### config.mk
export PLATFORM = sky130hd
export DESIGN_NAME = cache_op_controller
export DESIGN_NICKNAME = d
export VERILOG_FILES = /design/src/rtl/cache_pkg.sv /design/src/rtl/free_slot_finder.sv /design/src/rtl/cache_op_controller.sv
export SDC_FILE = /design/constraint.sdc
export NUM_CORES = 1
export LEC_CHECK = 0
export CAP_MARGIN = 40
export CORE_MARGIN = 2
export CORE_UTILIZATION = 43
export DETAILED_ROUTE_END_ITERATION = 10
export GPL_TIMING_DRIVEN = 0
export PLACE_DENSITY = 0.94
export SKIP_CTS_REPAIR_TIMING = 1
export SYNTH_ARGS = -nofsm -noshare
export SYNTH_HDL_FRONTEND = slang
export SYNTH_HIERARCHICAL = 1
export SYNTH_SLANG_ARGS = --single-unit
### constraint.sdc
create_clock -name clk -period 2.5 [get_ports clk]
set_input_delay 0.75 -clock clk [delete_from_list [all_inputs] [get_ports clk]]
set_output_delay 0.75 -clock clk [all_outputs]
set_load 0.1 [all_outputs]
### src/rtl/cache_pkg.sv
// Shared encodings for the cache operation controller: request opcodes,
// response status codes and the sequencer's state set.
package cache_pkg;

    typedef enum logic [1:0] {
        OP_GET  = 2'd0,
        OP_PUT  = 2'd1,
        OP_DEL  = 2'd2,
        OP_RSVD = 2'd3
    } op_e;

    typedef enum logic [1:0] {
        ST_OK        = 2'd0,
        ST_NOT_FOUND = 2'd1,
        ST_FULL      = 2'd2,
        ST_INVALID   = 2'd3
    } status_e;

    typedef enum logic [2:0] {
        S_IDLE   = 3'd0,
        S_LOOKUP = 3'd1,
        S_CHECK  = 3'd2,
        S_WRITE  = 3'd3,
        S_DELETE = 3'd4,
        S_RESP   = 3'd5
    } state_e;

endpackage

### src/rtl/free_slot_finder.sv
// Lowest-free-entry picker: returns the one-hot position of the lowest zero
// bit of the used-entry mask, and whether any free entry exists at all.
module free_slot_finder #(
    parameter int NUM_ENTRIES = 16
) (
    input  logic [NUM_ENTRIES-1:0] used_entries_i,
    output logic [NUM_ENTRIES-1:0] slot_o,
    output logic                   found_o
);

    // Priority scan from bit 0 upwards; first zero bit wins.
    always_comb begin
        slot_o  = '0;
        found_o = 1'b0;
        for (int i = 0; i < NUM_ENTRIES; i++) begin
            if (!used_entries_i[i] && !found_o) begin
                slot_o[i] = 1'b1;
                found_o   = 1'b1;
            end
        end
    end

endmodule

### src/rtl/cache_op_controller.sv
// Initiator-side sequencer for the cache memory_block. Takes one GET/PUT/DEL
// request at a time, runs a lookup through the block's registered match
// outputs, performs the write or delete if needed, and returns one response.
// The mem_* lines decode only from state and captured registers, so request
// inputs never reach the memory block combinationally.
module cache_op_controller
    import cache_pkg::*;
#(
    parameter int NUM_ENTRIES = 16,
    parameter int KEY_WIDTH   = 16,
    parameter int VALUE_WIDTH = 64
) (
    input  logic                   clk,
    input  logic                   rst_n,
    input  logic                   req_valid,
    output logic                   req_ready,
    input  logic [1:0]             req_op,
    input  logic [KEY_WIDTH-1:0]   req_key,
    input  logic [VALUE_WIDTH-1:0] req_value,
    output logic                   resp_valid,
    input  logic                   resp_ready,
    output logic [1:0]             resp_status,
    output logic [VALUE_WIDTH-1:0] resp_value,
    output logic [NUM_ENTRIES-1:0] resp_index,
    output logic                   mem_write,
    output logic                   mem_delete,
    output logic                   mem_select_by_index,
    output logic [KEY_WIDTH-1:0]   mem_key,
    output logic [VALUE_WIDTH-1:0] mem_value,
    output logic [NUM_ENTRIES-1:0] mem_index,
    input  logic                   mem_hit,
    input  logic [NUM_ENTRIES-1:0] mem_index_out,
    input  logic [VALUE_WIDTH-1:0] mem_value_out,
    input  logic [NUM_ENTRIES-1:0] mem_used_entries
);

    state_e                 state_q,  state_d;
    op_e                    op_q,     op_d;
    logic [KEY_WIDTH-1:0]   key_q,    key_d;
    logic [VALUE_WIDTH-1:0] value_q,  value_d;
    logic [NUM_ENTRIES-1:0] idx_q,    idx_d;
    status_e                status_q, status_d;
    logic [VALUE_WIDTH-1:0] rvalue_q, rvalue_d;
    logic [NUM_ENTRIES-1:0] rindex_q, rindex_d;
    // Registered so it stays low through reset and rises on the first edge after release.
    logic                   ready_q,  ready_d;

    logic [NUM_ENTRIES-1:0] free_slot;
    logic                   free_found;

    free_slot_finder #(
        .NUM_ENTRIES(NUM_ENTRIES)
    ) u_free_slot_finder (
        .used_entries_i(mem_used_entries),
        .slot_o        (free_slot),
        .found_o       (free_found)
    );

    // State, capture and response registers; async reset aborts any operation in flight.
    always_ff @(posedge clk or negedge rst_n) begin
        if (!rst_n) begin
            state_q  <= S_IDLE;
            op_q     <= OP_GET;
            key_q    <= '0;
            value_q  <= '0;
            idx_q    <= '0;
            status_q <= ST_OK;
            rvalue_q <= '0;
            rindex_q <= '0;
            ready_q  <= 1'b0;
        end else begin
            state_q  <= state_d;
            op_q     <= op_d;
            key_q    <= key_d;
            value_q  <= value_d;
            idx_q    <= idx_d;
            status_q <= status_d;
            rvalue_q <= rvalue_d;
            rindex_q <= rindex_d;
            ready_q  <= ready_d;
        end
    end

    // Next-state and register-update decisions for each sequencer step.
    always_comb begin
        state_d  = state_q;
        op_d     = op_q;
        key_d    = key_q;
        value_d  = value_q;
        idx_d    = idx_q;
        status_d = status_q;
        rvalue_d = rvalue_q;
        rindex_d = rindex_q;

        case (state_q)
            S_IDLE: begin
                if (req_valid && ready_q) begin
                    op_d     = op_e'(req_op);
                    key_d    = req_key;
                    value_d  = req_value;
                    idx_d    = '0;
                    status_d = ST_OK;
                    rvalue_d = '0;
                    rindex_d = '0;
                    if (req_key == '0 || op_e'(req_op) == OP_RSVD) begin
                        status_d = ST_INVALID;
                        state_d  = S_RESP;
                    end else begin
                        state_d  = S_LOOKUP;
                    end
                end
            end
            S_LOOKUP: state_d = S_CHECK;
            S_CHECK: begin
                // mem_hit / mem_index_out now reflect key_q presented during LOOKUP.
                case (op_q)
                    OP_GET: begin
                        if (mem_hit) begin
                            status_d = ST_OK;
                            rvalue_d = mem_value_out;
                            rindex_d = mem_index_out;
                        end else begin
                            status_d = ST_NOT_FOUND;
                        end
                        state_d = S_RESP;
                    end
                    OP_PUT: begin
                        if (mem_hit) begin
                            idx_d   = mem_index_out;
                            state_d = S_WRITE;
                        end else if (free_found) begin
                            idx_d   = free_slot;
                            state_d = S_WRITE;
                        end else begin
                            status_d = ST_FULL;
                            state_d  = S_RESP;
                        end
                    end
                    OP_DEL: begin
                        if (mem_hit) begin
                            idx_d   = mem_index_out;
                            state_d = S_DELETE;
                        end else begin
                            status_d = ST_NOT_FOUND;
                            state_d  = S_RESP;
                        end
                    end
                    default: begin
                        status_d = ST_INVALID;
                        state_d  = S_RESP;
                    end
                endcase
            end
            S_WRITE, S_DELETE: begin
                status_d = ST_OK;
                rindex_d = idx_q;
                state_d  = S_RESP;
            end
            S_RESP: begin
                if (resp_ready) begin
                    state_d = S_IDLE;
                end
            end
            default: state_d = S_IDLE;
        endcase

        ready_d = (state_d == S_IDLE);
    end

    // Output decode from registered state and captured values only.
    always_comb begin
        req_ready           = ready_q;
        resp_valid          = (state_q == S_RESP);
        resp_status         = status_q;
        resp_value          = rvalue_q;
        resp_index          = rindex_q;
        mem_write           = 1'b0;
        mem_delete          = 1'b0;
        mem_select_by_index = 1'b0;
        mem_key             = '0;
        mem_value           = '0;
        mem_index           = '0;
        case (state_q)
            S_LOOKUP, S_CHECK: mem_key = key_q;
            S_WRITE: begin
                mem_write = 1'b1;
                mem_key   = key_q;
                mem_value = value_q;
                mem_index = idx_q;
            end
            S_DELETE: begin
                mem_delete = 1'b1;
                mem_key    = key_q;
                mem_index  = idx_q;
            end
            default: ;
        endcase
    end

endmodule

; ---- After elaboration in Yosys (flattened, before gate mapping)
; Index checks and enable logic that the tools add are counted.
[totals]
reg_bits = 184
latchBits = 0
mem_bits_rw = 0
rom_bits = 0
in_bits = 183
output_inout_bits = 183
mem_count = 0
[classes]
addsub = 0
mul = 0
div_mod_pow = 0
magnitude_cmp = 0
eq_ne = 17
shift = 0
n_mux = 64
bitwise = 0
n_reduce_logical = 59
[ops]
columns = operator, n
row1 = $mux 64, 4
row2 = $pmux 64 s2, 1
row3 = $mux 16, 7
row4 = $pmux 16 s2, 2
row5 = $pmux 16 s3, 1
row6 = $mux 1, 35
row7 = $logic_not 1->1, 29
row8 = $logic_and 1x1->1, 16
row9 = $logic_not 16->1, 1
row10 = $mux 3, 5
row11 = $pmux 3 s5, 1
row12 = $ne 3x3->1 const B, 4
row13 = $pmux 2 s3, 2
row14 = $mux 2, 5
row15 = $reduce_and 5->1, 2
row16 = $reduce_and 4->1, 2
row17 = $eq 3x2->1 const B, 2
row18 = $eq 3x3->1 const B, 2
row19 = $logic_not 3->1, 2
row20 = $pmux 3 s2, 1
row21 = $eq 2x2->1 const B, 2
row22 = $ne 2x2->1 const B, 2
row23 = $ne 4x4->1 const B, 1
row24 = $reduce_or 4->1, 1
row25 = other kinds (10), 10

; ---- Longest topological paths before layout
[logic_depth]
ltp_word = 50
depth_mapped = 8
mapped_depth_nobuf = 7

; ---- Cells and area by module
; Netlist, hierarchy kept.
[modules_own_cells]
columns = mod, instances, cells_per_inst, area_per_inst_um2
row1 = cache_op_controller, 1, 642, 8189.1
row2 = free_slot_finder, 1, 30, 181.4

; ---- Worst setup path before layout
; OpenSTA, ideal clock, no wires.
[synth_timing]
path_type = register to output
startpoint = reg state_q[0]
endpoint = out mem_value[54]
arrival_time_ns = 2.535
path_slack_ns = -0.785
stages_incl_launch_ff = 5
cell_sequence = dfrtp_1 -> buf_4 -> and3b_1 -> clkbuf_1 -> and2_1
[synth_between]
elab_chain_cells = 2
[synth_rtl]
columns = item, line
row1 = "start, declared", cache_op_controller.sv:37  ; state_e state_q, state_d;
row2 = "start signal, assigned", cache_op_controller.sv:72  ; state_q <= state_d;
row3 = $eq 3x2->1, cache_op_controller.sv:183  ; case (state_q)
row4 = $mux 64, cache_op_controller.sv:183
row5 = "end, declared", cache_op_controller.sv:29  ; output logic [VALUE_WIDTH-1:0] mem_value,
; Every way passes these cells.

; ---- Final worst setup path
[layout_timing]
startpoint = reg state_q[1]
endpoint = out mem_value[53]
; The elaborated chain is that of the path after synthesis.

==> impl_metrics.tcl <==
set metrics [dict create \
    die_y_um 144 \
    fillers 772 \
    die_w_um 144 \
    required_ns 1.75 \
    place_area_um2 15900 \
    drive_above_1_share_pct 44.7 \
    htreeDepth 4 \
    grt_overflow 0 \
    syn-mean-instance-area_um2 12.5 \
    max-clock-path-buffers 2 \
    synth_seq_cells 184 \
    yosys.cell_types.count 45 \
    synthesis.nets 861 \
    stdcell_area_um2 16700 \
    layout_setup_ws_ns -0.456 \
    yosys.area.top_type_share_pct 55.0 \
    hold_violations 0 \
    cp-start-kind "register" \
    cts_made_buffers 17 \
    status "finished with violations" \
    synth_top_cell_by_area "dfrtp_1" \
    cts.sink_count 184 \
    crit_fanout 7 \
    leakagePower_uw 0.00754 \
    via_per_inst 5.77 \
    drt_iter0_markers 488 \
    violations "negative setup slack" \
    synthTopCellsByCount "184 x dfrtp_1, 102 x mux2_2, 96 x and2_1" \
    rsz0062_at_grt "true" \
    period_share_pct 118 \
    fin_cells 1466 \
    port_buffers 364 \
    p_comb_share_pct 69.9 \
    multi_input_area_um2 3820 \
    swShare_pct 50.1 \
    cts_tree "done" \
    cp-end-kind "primary output" \
    synth_seq_area_share_pct 55.0 \
    ant_nets 0 \
    place_congestion 0.880 \
    die_area_um2 20600 \
    ys_top_cells_by_area "dfrtp_1 55%, mux2_2 14%, a22o_1 8.4%" \
    worstRegToRegCells 7 \
    max_slew.worst_pin.slew_ns 0.835 \
    seq_power_share_pct 20.2 \
    vias 8462 \
    ir_drop_mv 1.81 \
    core_area_um2 19300 \
    hpwl_um 28600 \
    antenna_found_initial 1 \
    synth-edff-count 0 \
    hold_slack_ns 0.349 \
    min_period_ns 2.96 \
    synth_ff_type "dfrtp_1" \
    syn2layout_area_growth_pct 99.9 \
    drcViolationCount 0 \
    grt_pass1_vias 9217 \
    clock_skew_ns 0.0205 \
    cts_root_buf "clkbuf_16" \
    fmax_ghz 0.338 \
    synthArstFlopShare_pct 100 \
    grt.total_usage_pct 35.6 \
    grt_pass1_wl_um 54200 \
    crit_arrival_ns 2.21 \
    nets 1376 \
    rows 51 \
    netSwitchingPower_uw 13800 \
    internal_power_uw 13700 \
    start_util_pct 43.4 \
    routed_wl_um 39200 \
    pre_cts_ws_ns -0.966 \
    synth_area_um2 8370 \
    grt_max_degree 101 \
    drv_cap 0 \
    final_max_slew_viol_count 0 \
    pin_count 366 \
    clk_pin_slew_worst_paths_ns 0.08 \
    yosys_warnings 6 \
    drt-wirelength-per-cell_um 26.8 \
    setup-tns-final_ns -25.48 \
    regArea_um2 4600 \
    power_density_nw_per_um2 1640 \
    clock_latency_ns 0.43 \
    dr.pass1.iters 8 \
    max_slew_margin_pct 42.9 \
    hp-class "in -> async" \
    yosysMostFrequentCell "dfrtp_1" \
    clkPwrFrac_pct 9.9 \
    path_class "reg -> out" \
    syn_inst 672 \
    setup_viol 97 \
    dp_cells 1484 \
]
## state kept, by name (all words and copies together), names as in the netlist
signal / cells
value_q: 64
resp_index: 16
resp_value: 64
key_q: 16
req_ready: 1
op_q: 2
resp_status: 2
state_q: 3
idx_q: 16
## per-stage QoR
step           utilization, %  power (µW)
2_1_floorplan               -       15200
3_3_place_gp             64.8       18300
3_5_place_dp             82.6       23200
4_1_cts                  85.7       26100
5_1_grt                  86.8       28100
6_report                 86.8       27500
## kinds of logic after synthesis
| kind of cell | after synthesis | synth area share (%) |
|---|---|---|
| and+or+nand+nor | 195 | 13.4 |
| DFF | 184 | 55.0 |
| AOI/OAI and AO/OA | 122 | 11.4 |
| muxes | 112 | 15.5 |
| buffers and inverters | 51 | 3.66 |
| adders and majority gates | 6 | 0.897 |
| other | 1 | 0.0448 |
| xor gates and xnor gates | 1 | 0.105 |
## cell type report
type | instances | share of cell area (%)
flip-flops and latches | 184 | 27.5
inverters | 5 | 0.112
clock buffers | 17 | 2.54
well taps | 265 | 1.98
plain buffers | 45 | 2.30
diodes | 1 | 0.0150
clock inverters | 15 | 0.957
repair buffers | 497 | 41.8
multi-input cells | 437 | 22.8
## critical path, cell delays in order, from the launching register on
cell and delay, ns:
dfrtp_1 0.38, buf_6 0.14, and3b_2 0.27, buf_8 0.14
buf_6 0.12, buf_6 0.12, buf_6 0.12, clkbuf_16 0.15
and2_4 0.17, buf_16 0.16
## final timing paths
path	to	startpoint	slack (ns)
worst max-delay path	mem_value[53]	state_q[1]$_DFF_PN0_	-0.46
worst min-delay path	resp_value[40]$_DFFE_PN0P_	rst_n	0.35
worst max register to register	resp_index[6]$_DFFE_PN0P_	state_q[2]$_DFF_PN0_	0.23
worst min register to register	value_q[45]$_DFFE_PN0P_	value_q[45]$_DFFE_PN0P_	0.51
max in group asynchronous	value_q[41]$_DFFE_PN0P_	rst_n	1.22
min in group clk	value_q[45]$_DFFE_PN0P_	value_q[45]$_DFFE_PN0P_	0.51
## power by group through the flow
| stage | sequential (µW) | combinational, µW | clock [µW] |
|---|---|---|---|
| 6_report | 5550 | 19200 | 2720 |
| 5_1_grt | 5630 | 19600 | 2830 |
| 4_1_cts | 5420 | 17900 | 2720 |
| 3_5_place_dp | 5390 | 17800 | 0 |
| 3_3_place_gp | 5120 | 13200 | 0 |
| 2_1_floorplan | 9460 | 5740 | 0 |
## placed cells by master (no fill, tap or decap), types with 23 or more instances in the layout
cell,n
buf_12,70
buf_4,23
a22o_1,80
and2_4,95
buf_16,54
mux2_2,97
buf_6,42
nand2_1,42
dfrtp_1,184
clkdlybuf4s50_1,250
buf_8,66
## layer usage
layer / GRT usage [%] / vias to the layer above / wire length [µm]
met4: 19.3 / 0 / 3000
met3: 8.66 / 218 / 3050
met5: 0 / - / 0
met2: 65.0 / 628 / 20300
li1: - / 3407 / -
met1: 37.6 / 4209 / 12800
No activity file was read; power rests on OpenSTA's default activity.
